**src/rtl/window_extremum_tracker_pkg.sv**
```systemverilog
// Shared types and constants for the window extremum tracker.
package window_extremum_tracker_pkg;

    typedef enum logic [1:0] {
        ST_EMPTY  = 2'd0,
        ST_ACCUM  = 2'd1,
        ST_REPORT = 2'd2
    } state_e;

    // Cascade inputs that make a lone comparator report plain equality
    localparam logic CASC_L = 1'b0;
    localparam logic CASC_E = 1'b1;
    localparam logic CASC_G = 1'b0;

endpackage

```
**src/rtl/window_extremum_tracker_cmp.sv**
```systemverilog
// Cascadable 8-bit magnitude comparator; cascade inputs decide only when a == b.
module eight_bit_comparator (
    output logic       l,
    output logic       e,
    output logic       g,
    input  logic [7:0] a,
    input  logic [7:0] b,
    input  logic       lin,
    input  logic       ein,
    input  logic       gin
);

    // Magnitude decision with cascade fall-through on equality
    always_comb begin
        l = 1'b0;
        e = 1'b0;
        g = 1'b0;
        if (a > b) begin
            g = 1'b1;
        end else if (a < b) begin
            l = 1'b1;
        end else begin
            l = lin;
            e = ein;
            g = gin;
        end
    end

endmodule

```
**src/rtl/window_extremum_tracker.sv**
```systemverilog
// Tracks max/min (with first-occurrence index) over fixed windows of samples
// and holds each window result until the consumer acknowledges it.
module window_extremum_tracker
    import window_extremum_tracker_pkg::*;
#(
    parameter int WINDOW = 16,
    parameter int CNT_W  = 8
) (
    input  logic             clk,
    input  logic             rst_n,
    input  logic             clear,
    input  logic             in_valid,
    input  logic [7:0]       in_data,
    output logic             in_ready,
    output logic             res_valid,
    output logic [7:0]       res_max,
    output logic [7:0]       res_min,
    output logic [CNT_W-1:0] res_max_idx,
    output logic [CNT_W-1:0] res_min_idx,
    input  logic             res_ack
);

    localparam logic [CNT_W-1:0] LAST_C = CNT_W'(WINDOW - 1);

    state_e           state_q, state_d;
    logic [CNT_W-1:0] count_q, count_d;
    logic [7:0]       max_q, max_d, min_q, min_d;
    logic [CNT_W-1:0] max_idx_q, max_idx_d, min_idx_q, min_idx_d;
    logic             res_valid_q, res_valid_d;
    logic [7:0]       res_max_q, res_max_d, res_min_q, res_min_d;
    logic [CNT_W-1:0] res_max_idx_q, res_max_idx_d, res_min_idx_q, res_min_idx_d;

    logic a_l_s, a_e_s, a_g_s, b_l_s, b_e_s, b_g_s;
    logic accept_s, load_s, new_max_s, new_min_s;

    eight_bit_comparator u_cmp_max (a_l_s, a_e_s, a_g_s, in_data, max_q, CASC_L, CASC_E, CASC_G);
    eight_bit_comparator u_cmp_min (b_l_s, b_e_s, b_g_s, in_data, min_q, CASC_L, CASC_E, CASC_G);

    assign in_ready  = rst_n && (state_q != ST_REPORT);
    assign accept_s  = in_valid && in_ready;
    // Outputs are one-hot; requiring exclusivity keeps ties on the stored extremum
    assign new_max_s = a_g_s && !a_e_s && !a_l_s;
    assign new_min_s = b_l_s && !b_e_s && !b_g_s;

    // Next-state, tracking and result-load logic
    always_comb begin
        state_d       = state_q;
        count_d       = count_q;
        max_d         = max_q;
        min_d         = min_q;
        max_idx_d     = max_idx_q;
        min_idx_d     = min_idx_q;
        res_valid_d   = res_valid_q;
        load_s        = 1'b0;
        if (clear) begin
            state_d     = ST_EMPTY;
            count_d     = {CNT_W{1'b0}};
            res_valid_d = 1'b0;
        end else begin
            case (state_q)
                ST_EMPTY: begin
                    if (accept_s) begin
                        max_d     = in_data;
                        min_d     = in_data;
                        max_idx_d = {CNT_W{1'b0}};
                        min_idx_d = {CNT_W{1'b0}};
                        count_d   = CNT_W'(1);
                        if (LAST_C == {CNT_W{1'b0}}) begin
                            state_d = ST_REPORT;
                            load_s  = 1'b1;
                        end else begin
                            state_d = ST_ACCUM;
                        end
                    end else begin
                        state_d = ST_EMPTY;
                    end
                end
                ST_ACCUM: begin
                    if (accept_s) begin
                        if (new_max_s) begin
                            max_d     = in_data;
                            max_idx_d = count_q;
                        end else begin
                            max_d = max_q;
                        end
                        if (new_min_s) begin
                            min_d     = in_data;
                            min_idx_d = count_q;
                        end else begin
                            min_d = min_q;
                        end
                        count_d = count_q + CNT_W'(1);
                        if (count_q == LAST_C) begin
                            state_d = ST_REPORT;
                            load_s  = 1'b1;
                        end else begin
                            state_d = ST_ACCUM;
                        end
                    end else begin
                        state_d = ST_ACCUM;
                    end
                end
                ST_REPORT: begin
                    if (res_ack) begin
                        res_valid_d = 1'b0;
                        count_d     = {CNT_W{1'b0}};
                        state_d     = ST_EMPTY;
                    end else begin
                        state_d = ST_REPORT;
                    end
                end
                default: begin
                    state_d     = ST_EMPTY;
                    count_d     = {CNT_W{1'b0}};
                    res_valid_d = 1'b0;
                end
            endcase
        end

        res_max_d     = res_max_q;
        res_min_d     = res_min_q;
        res_max_idx_d = res_max_idx_q;
        res_min_idx_d = res_min_idx_q;
        // Results capture the post-update tracking values so the final sample counts
        if (load_s) begin
            res_valid_d   = 1'b1;
            res_max_d     = max_d;
            res_min_d     = min_d;
            res_max_idx_d = max_idx_d;
            res_min_idx_d = min_idx_d;
        end else begin
            res_valid_d   = res_valid_d;
        end
    end

    // State and datapath registers with synchronous active-low reset
    always_ff @(posedge clk) begin
        if (!rst_n) begin
            state_q       <= ST_EMPTY;
            count_q       <= {CNT_W{1'b0}};
            max_q         <= 8'd0;
            min_q         <= 8'd0;
            max_idx_q     <= {CNT_W{1'b0}};
            min_idx_q     <= {CNT_W{1'b0}};
            res_valid_q   <= 1'b0;
            res_max_q     <= 8'd0;
            res_min_q     <= 8'd0;
            res_max_idx_q <= {CNT_W{1'b0}};
            res_min_idx_q <= {CNT_W{1'b0}};
        end else begin
            state_q       <= state_d;
            count_q       <= count_d;
            max_q         <= max_d;
            min_q         <= min_d;
            max_idx_q     <= max_idx_d;
            min_idx_q     <= min_idx_d;
            res_valid_q   <= res_valid_d;
            res_max_q     <= res_max_d;
            res_min_q     <= res_min_d;
            res_max_idx_q <= res_max_idx_d;
            res_min_idx_q <= res_min_idx_d;
        end
    end

    assign res_valid   = res_valid_q;
    assign res_max     = res_max_q;
    assign res_min     = res_min_q;
    assign res_max_idx = res_max_idx_q;
    assign res_min_idx = res_min_idx_q;

endmodule
```
**config.mk**
```make
export PLATFORM = sky130hd
export DESIGN_NAME = window_extremum_tracker
export DESIGN_NICKNAME = d
export VERILOG_FILES = /design/src/rtl/window_extremum_tracker_pkg.sv /design/src/rtl/window_extremum_tracker_cmp.sv /design/src/rtl/window_extremum_tracker.sv
export SDC_FILE = /design/constraint.sdc
export NUM_CORES = 1
export LEC_CHECK = 0
export CAP_MARGIN = 20
export CORE_ASPECT_RATIO = 1.1
export CORE_MARGIN = 4
export CORE_UTILIZATION = 55
export CTS_CLUSTER_DIAMETER = 150
export DETAILED_ROUTE_END_ITERATION = 10
export PLACE_DENSITY = 0.78
export SLEW_MARGIN = 20
export SYNTH_ARGS = -nofsm -noshare
export SYNTH_HDL_FRONTEND = slang
export SYNTH_SLANG_ARGS = --single-unit
export TNS_END_PERCENT = 20
```
**constraint.sdc**
```tcl
create_clock -name clk -period 4.45 [get_ports clk]
set_input_delay 0.89 -clock clk [delete_from_list [all_inputs] [get_ports clk]]
set_output_delay 0.89 -clock clk [all_outputs]
set_load 0.01 [all_outputs]
```
==> results_dict.tcl, run 1 <==
set metrics [dict create \
    status "complete, no violations" \
    ios 47 \
    dp_cells 534 \
    grt_first_pass_wirelength_mm 16.0 \
    hpwl_mm 6.72 \
    synth-async-reset-ratio 0 \
    maxCapViolCount 0 \
    start_util 0.571 \
    cpLargestDelayFamily "buffers and inverters" \
    clk_latency_ps 350 \
    cts-resized-gates 0 \
    hold_depth 2 \
    drt_iter0_drc 303 \
    layout.cells.non_filler 549 \
    placed_area_um2 4230 \
    cts_root_buffer "clkbuf_8" \
    synth_enable_flop_cells 0 \
    clockPowerShare 0.411 \
    setup-tns-final_ps 0 \
    vias_per_cell 6.21 \
    crit_cells 5 \
    crit_required_ps 4650 \
    pwr-share-comb 0.101 \
    finalInstanceArea_um2 4450 \
    fillers 550 \
    synth_top_flop_cell "dfxtp_1" \
    seqCellArea_um2 1500 \
    critPathMaxStageDelay_ps 750 \
    gp_congestion 0.870 \
    row_count 31 \
    cp.arrival_ps 3290 \
    postRouteAntennaNets 0 \
    final_cell_mix "dfxtp_1 (75), nand2_1 (46), clkdlybuf4s50_1 (45), nand3_1 (22), o21ai_1 (20)" \
    netlist_area_um2 3790 \
    path_cells "clkdlybuf4s50_1 > inv_1 > nand2_1 > a21oi_2 > o21ai_0" \
    avgRoutedWirePerCell_um 17.4 \
    pwr-share-seq 0.489 \
    die_area_um2 8280 \
    worst_pin_slew_ps 846 \
    multi_input_area_um2 2080 \
    first_global_vias 3218 \
    die_y_um 95.1 \
    ys_seq_area_frac 0.396 \
    dr_total_vias 3409 \
    post-cts-setup-buffers 0 \
    skew_ps 3.40 \
    start_kind "input pin" \
    wl_mm 9.56 \
    worstPathMaxFanout 15 \
    diodes 0 \
    endpoint_kind "register" \
    rr_worst_depth 5 \
    crit_start "clear" \
    max_freq_mhz 323 \
    synth_warnings 0 \
    ir_drop_v 0.000262 \
    place_ws_ps 1050 \
    cts_buffer_depth 2 \
    leakage_uw 0.00159 \
    antenna_found_initial 0 \
    slowest_stage "clkdlybuf4s50_1" \
    maxSlewViolCount 0 \
    reg2reg_from "state_q[0]$_SDFF_PP0_" \
    final_common_cell "dfxtp_1" \
    reg2reg_setup_slack_ps 1980 \
    core_um2 6630 \
    ys_ff_latch 75 \
    htreeDepth 3 \
    crit_buf_inv 2 \
    slew_headroom 0.436 \
    hold_class "reg -> reg" \
    drive_gt1_frac 0.0942 \
    dieWidth_um 87.1 \
    rsz0062_at_grt "no" \
    io_buffers 46 \
    syn_to_final_growth_pct 17.3 \
    syn_inst 427 \
    finish.net_count 492 \
    fin_crit_sh 0.696 \
    setup_viol 0 \
    syn-mean-instance-area_um2 8.88 \
    p_switching_uw 362 \
    cts_hold_buffers 0 \
    cts_tree "built" \
    cts.sinks 75 \
    min_period_ps 3100 \
    synth.distinct_cells 59 \
    hold_ws_ps 458 \
    swShare 0.257 \
    first_pass_iters 5 \
    drc 0 \
    hold_start "res_max_idx[6]$_SDFFE_PN0P_" \
    synth_fp_nets 456 \
    p_int_uw 1050 \
    critPathKind "in -> reg" \
    grt_max_degree 33 \
    path_clk_slew_ps 80 \
    setup_slack_ps 1350 \
    powerDensity_nw_per_um2 317 \
    grt.overflow.total 0 \
    hold_viol 0 \
    grt_usage 0.243 \
    cts_buffers 9 \
]
cell families after synthesis:
group / Yosys count / share of synthesized area
simple gates: 141 / 0.201
compound gates: 134 / 0.247
flops: 75 / 0.396
buf+inv: 42 / 0.0545
fa+ha+maj: 16 / 0.0528
mux: 14 / 0.0370
xor+xnor: 5 / 0.0116
registers in the layout, summed over array words and instances (netlist names):
signal	count
min_idx_q	8
res_min_idx	8
min_q	8
count_q	8
res_max_idx	8
res_min	8
res_max	8
max_idx_q	8
max_q	8
res_valid	1
state_q	2
layer usage:
layer / track usage / part of all wire / wire (um)
met5: 0 / 0 / 0
met4: 0.0575 / 0.013 / 121
met3: 0.0501 / 0.065 / 618
met2: 0.387 / 0.47 / 4500
met1: 0.339 / 0.45 / 4320
cell usage after synthesis, drive strengths merged, types with 4 or more instances:
library cell	count	area [um^2]
a211oi	5	37.5
a21boi	8	60.1
a21oi	23	141
a22o	9	78.8
a22oi	15	118
a32o	4	40.0
a41oi	6	52.6
and2	5	36.3
and3	5	31.3
buf	15	105
clkbuf	9	33.8
dfxtp	75	1500
ha	16	200
inv	18	67.6
mux2i	14	140
nand2	48	190
nand2b	6	37.5
nand3	22	110
nand4	14	87.6
nor2	18	85.1
nor2b	12	80.1
nor3	4	35.0
o211ai	4	35.0
o21ai	38	194
o22ai	6	37.5
final timing paths:
kind                                                    end
worst max-delay path                    min_q[2]$_SDFF_PN0_
worst min-delay path            res_max_idx[6]$_SDFFE_PN0P_
worst max register to register      res_min[0]$_SDFFE_PN0P_
worst min register to register  res_max_idx[6]$_SDFFE_PN0P_
per-stage QoR:
stage	utilization	total power (uW)
after floorplan	-	800
after CTS	0.670	1410
after detailed placement	0.638	843
final	0.670	1410
after global routing	0.670	1470
after global placement	0.638	839
layout make-up:
type                    instances  area share
inverters                      18      0.0152
repair buffers                 49       0.108
flip-flops and latches         75       0.338
multi-input cells             310       0.468
clock buffers                   9      0.0279
clock inverters                 6      0.0203
well taps                      82      0.0231
tightest hold or removal path, stage by stage (launching register included):
cell and delay, ps:
dfxtp_1 310, nand3_1 50, o21ai_1 50
power groups by stage:
stage / registers, uW / logic, uW / clock network (uW)
2_1_floorplan: 701 / 98.9 / 0
3_3_place_gp: 704 / 135 / 0
3_5_place_dp: 704 / 138 / 0
4_1_cts: 688 / 140 / 583
5_1_grt: 691 / 157 / 619
6_report: 689 / 142 / 579
Note: power is estimated with default switching activity, not from simulation.
==> inputs of run 2 (changes only) <==
--- a/config.mk
+++ b/config.mk
@@ -8,10 +8,10 @@
 export CAP_MARGIN = 20
 export CORE_ASPECT_RATIO = 1.1
 export CORE_MARGIN = 4
-export CORE_UTILIZATION = 55
+export CORE_UTILIZATION = 50
 export CTS_CLUSTER_DIAMETER = 150
 export DETAILED_ROUTE_END_ITERATION = 10
-export PLACE_DENSITY = 0.78
+export PLACE_DENSITY = 0.75
 export SLEW_MARGIN = 20
 export SYNTH_ARGS = -nofsm -noshare
 export SYNTH_HDL_FRONTEND = slang
==> constraint.sdc (replaced) <==
create_clock -name clk -period 2.7 [get_ports clk]
set_input_delay 0.54 -clock clk [delete_from_list [all_inputs] [get_ports clk]]
set_output_delay 0.54 -clock clk [all_outputs]
set_load 0.01 [all_outputs]
==> run 2 against run 1 <==
Net effect:
- global-route usage shrank 1.6 points
- combinational power grew 93%
- wire length grew 3.6%
- design area grew 6.5%
- sequential cell count is the same
- setup slack lost 1100 ps
- critical path type unchanged
- clock-buffer cell count is the same
- sequential power grew 64%
- highest routed layer unchanged
==> results_dict.tcl, run 2 (synthesized netlist as in run 1, its figures left out) <==
set metrics [dict create \
    crit_required_ps 2960 \
    placed_area_um2 4520 \
    first_pass_iters 5 \
    cts.sinks 75 \
    path_clk_slew_ps 80 \
    first_global_vias 3466 \
    wl_mm 9.91 \
    grt_usage 0.226 \
    critPathMaxStageDelay_ps 520 \
    drc 0 \
    cts_root_buffer "clkbuf_8" \
    layout.cells.non_filler 590 \
    slew_headroom 0.648 \
    ir_drop_v 0.000280 \
    maxCapViolCount 0 \
    finish.net_count 528 \
    dieWidth_um 91.0 \
    hpwl_mm 7.31 \
    rsz0062_at_grt "no" \
    reg2reg_setup_slack_ps 450 \
    postRouteAntennaNets 0 \
    finalInstanceArea_um2 4740 \
    hold_viol 0 \
    grt.overflow.total 0 \
    final_util 0.637 \
    die_area_um2 9040 \
    row_count 33 \
    path_cells "clkdlybuf4s50_1 > ha_1 > nand4_1 > buf_4 > a22oi_1 > o21ai_1 > buf_4 > buf_4 > o311ai_1" \
    final_common_cell "dfxtp_1" \
    endpoint_kind "register" \
    cts_tree "built" \
    dp_cells 575 \
    cts_hold_buffers 0 \
    fin_crit_sh 0.902 \
    ios 47 \
    avgRoutedWirePerCell_um 16.8 \
    slowest_stage "clkdlybuf4s50_1" \
    vias_per_cell 6.03 \
    hold_class "reg -> reg" \
    min_period_ps 2430 \
    skew_ps 11.6 \
    grt_max_degree 30 \
    drt_iter0_drc 291 \
    cts_buffer_depth 2 \
    diodes 0 \
    clk_latency_ps 360 \
    post-cts-setup-buffers 0 \
    grt_first_pass_wirelength_mm 16.6 \
    syn_to_final_growth_pct 25.0 \
    gp_congestion 0.908 \
    start_kind "input pin" \
    worstPathMaxFanout 7 \
    drive_gt1_frac 0.159 \
    final_cell_mix "dfxtp_1 (75), nand2_1 (46), clkdlybuf4s50_1 (45), buf_4 (38), nand3_1 (22)" \
    cts-resized-gates 0 \
    powerDensity_nw_per_um2 501 \
    cts_buffers 9 \
    status "complete, no violations" \
    setup-tns-final_ps 0 \
    io_buffers 46 \
    die_y_um 99.3 \
    worst_pin_slew_ps 525 \
    cp.arrival_ps 2700 \
    crit_top_cell "buf_4" \
    antenna_found_initial 0 \
    htreeDepth 3 \
    leakage_uw 0.00178 \
    max_freq_mhz 411 \
    setup_viol 0 \
    start_util 0.510 \
    core_um2 7430 \
    dr_total_vias 3555 \
    critPathKind "in -> reg" \
    maxSlewViolCount 0 \
]
run 2: per-stage QoR:
stage / setup slack (ps) / hold slack [ps] / total power (uW)
finish: 265 / 461 / 2370
global route: 134 / 484 / 2460
CTS: 285 / 463 / 2390
detailed placement: -93.9 / 450 / 1430
global placement: -17.9 / 447 / 1420
floorplan: 539 / 429 / 1320
run 2: critical path: cells and delay by family:
family          cells  cell delay [ps]
fa+ha+maj           1              360
compound gates      3              680
simple gates        1              120
buf+inv             4             1000
run 2: final cells by class:
class / count / area, um^2
fill: 605 / 2700
clock inverter: 6 / 91.3
tap: 87 / 109
timing repair buffer: 85 / 761
inverter: 18 / 67.6
clock buffer: 9 / 124
multi-input combinational: 310 / 2080
sequential: 75 / 1500
run 2: worst paths after layout:
check / startpoint / to / depth (start not counted)
worst max-delay path: in_data[5] / res_max[6]$_SDFFE_PN0P_ / 9
worst min-delay path: min_idx_q[0]$_SDFF_PN0_ / min_idx_q[0]$_SDFF_PN0_ / 2
worst max register to register: max_q[3]$_SDFF_PN0_ / res_max[2]$_SDFFE_PN0P_ / 8
worst min register to register: min_idx_q[0]$_SDFF_PN0_ / min_idx_q[0]$_SDFF_PN0_ / 2
run 2: layer usage:
metal,vias up,share of wire,global-route usage
li1,1713,-,-
met2,155,0.46,0.373
met1,1659,0.45,0.287
met3,28,0.060,0.0378
met4,0,0.027,0.116
met5,-,0,0
run 2: power breakdown:
part           internal, uW  switching, uW  leakage [uW]  total [uW]
Sequential             1120           14.9      0.000606        1130
Clock                   518            445      0.000109         964
Combinational           119            156       0.00106         274
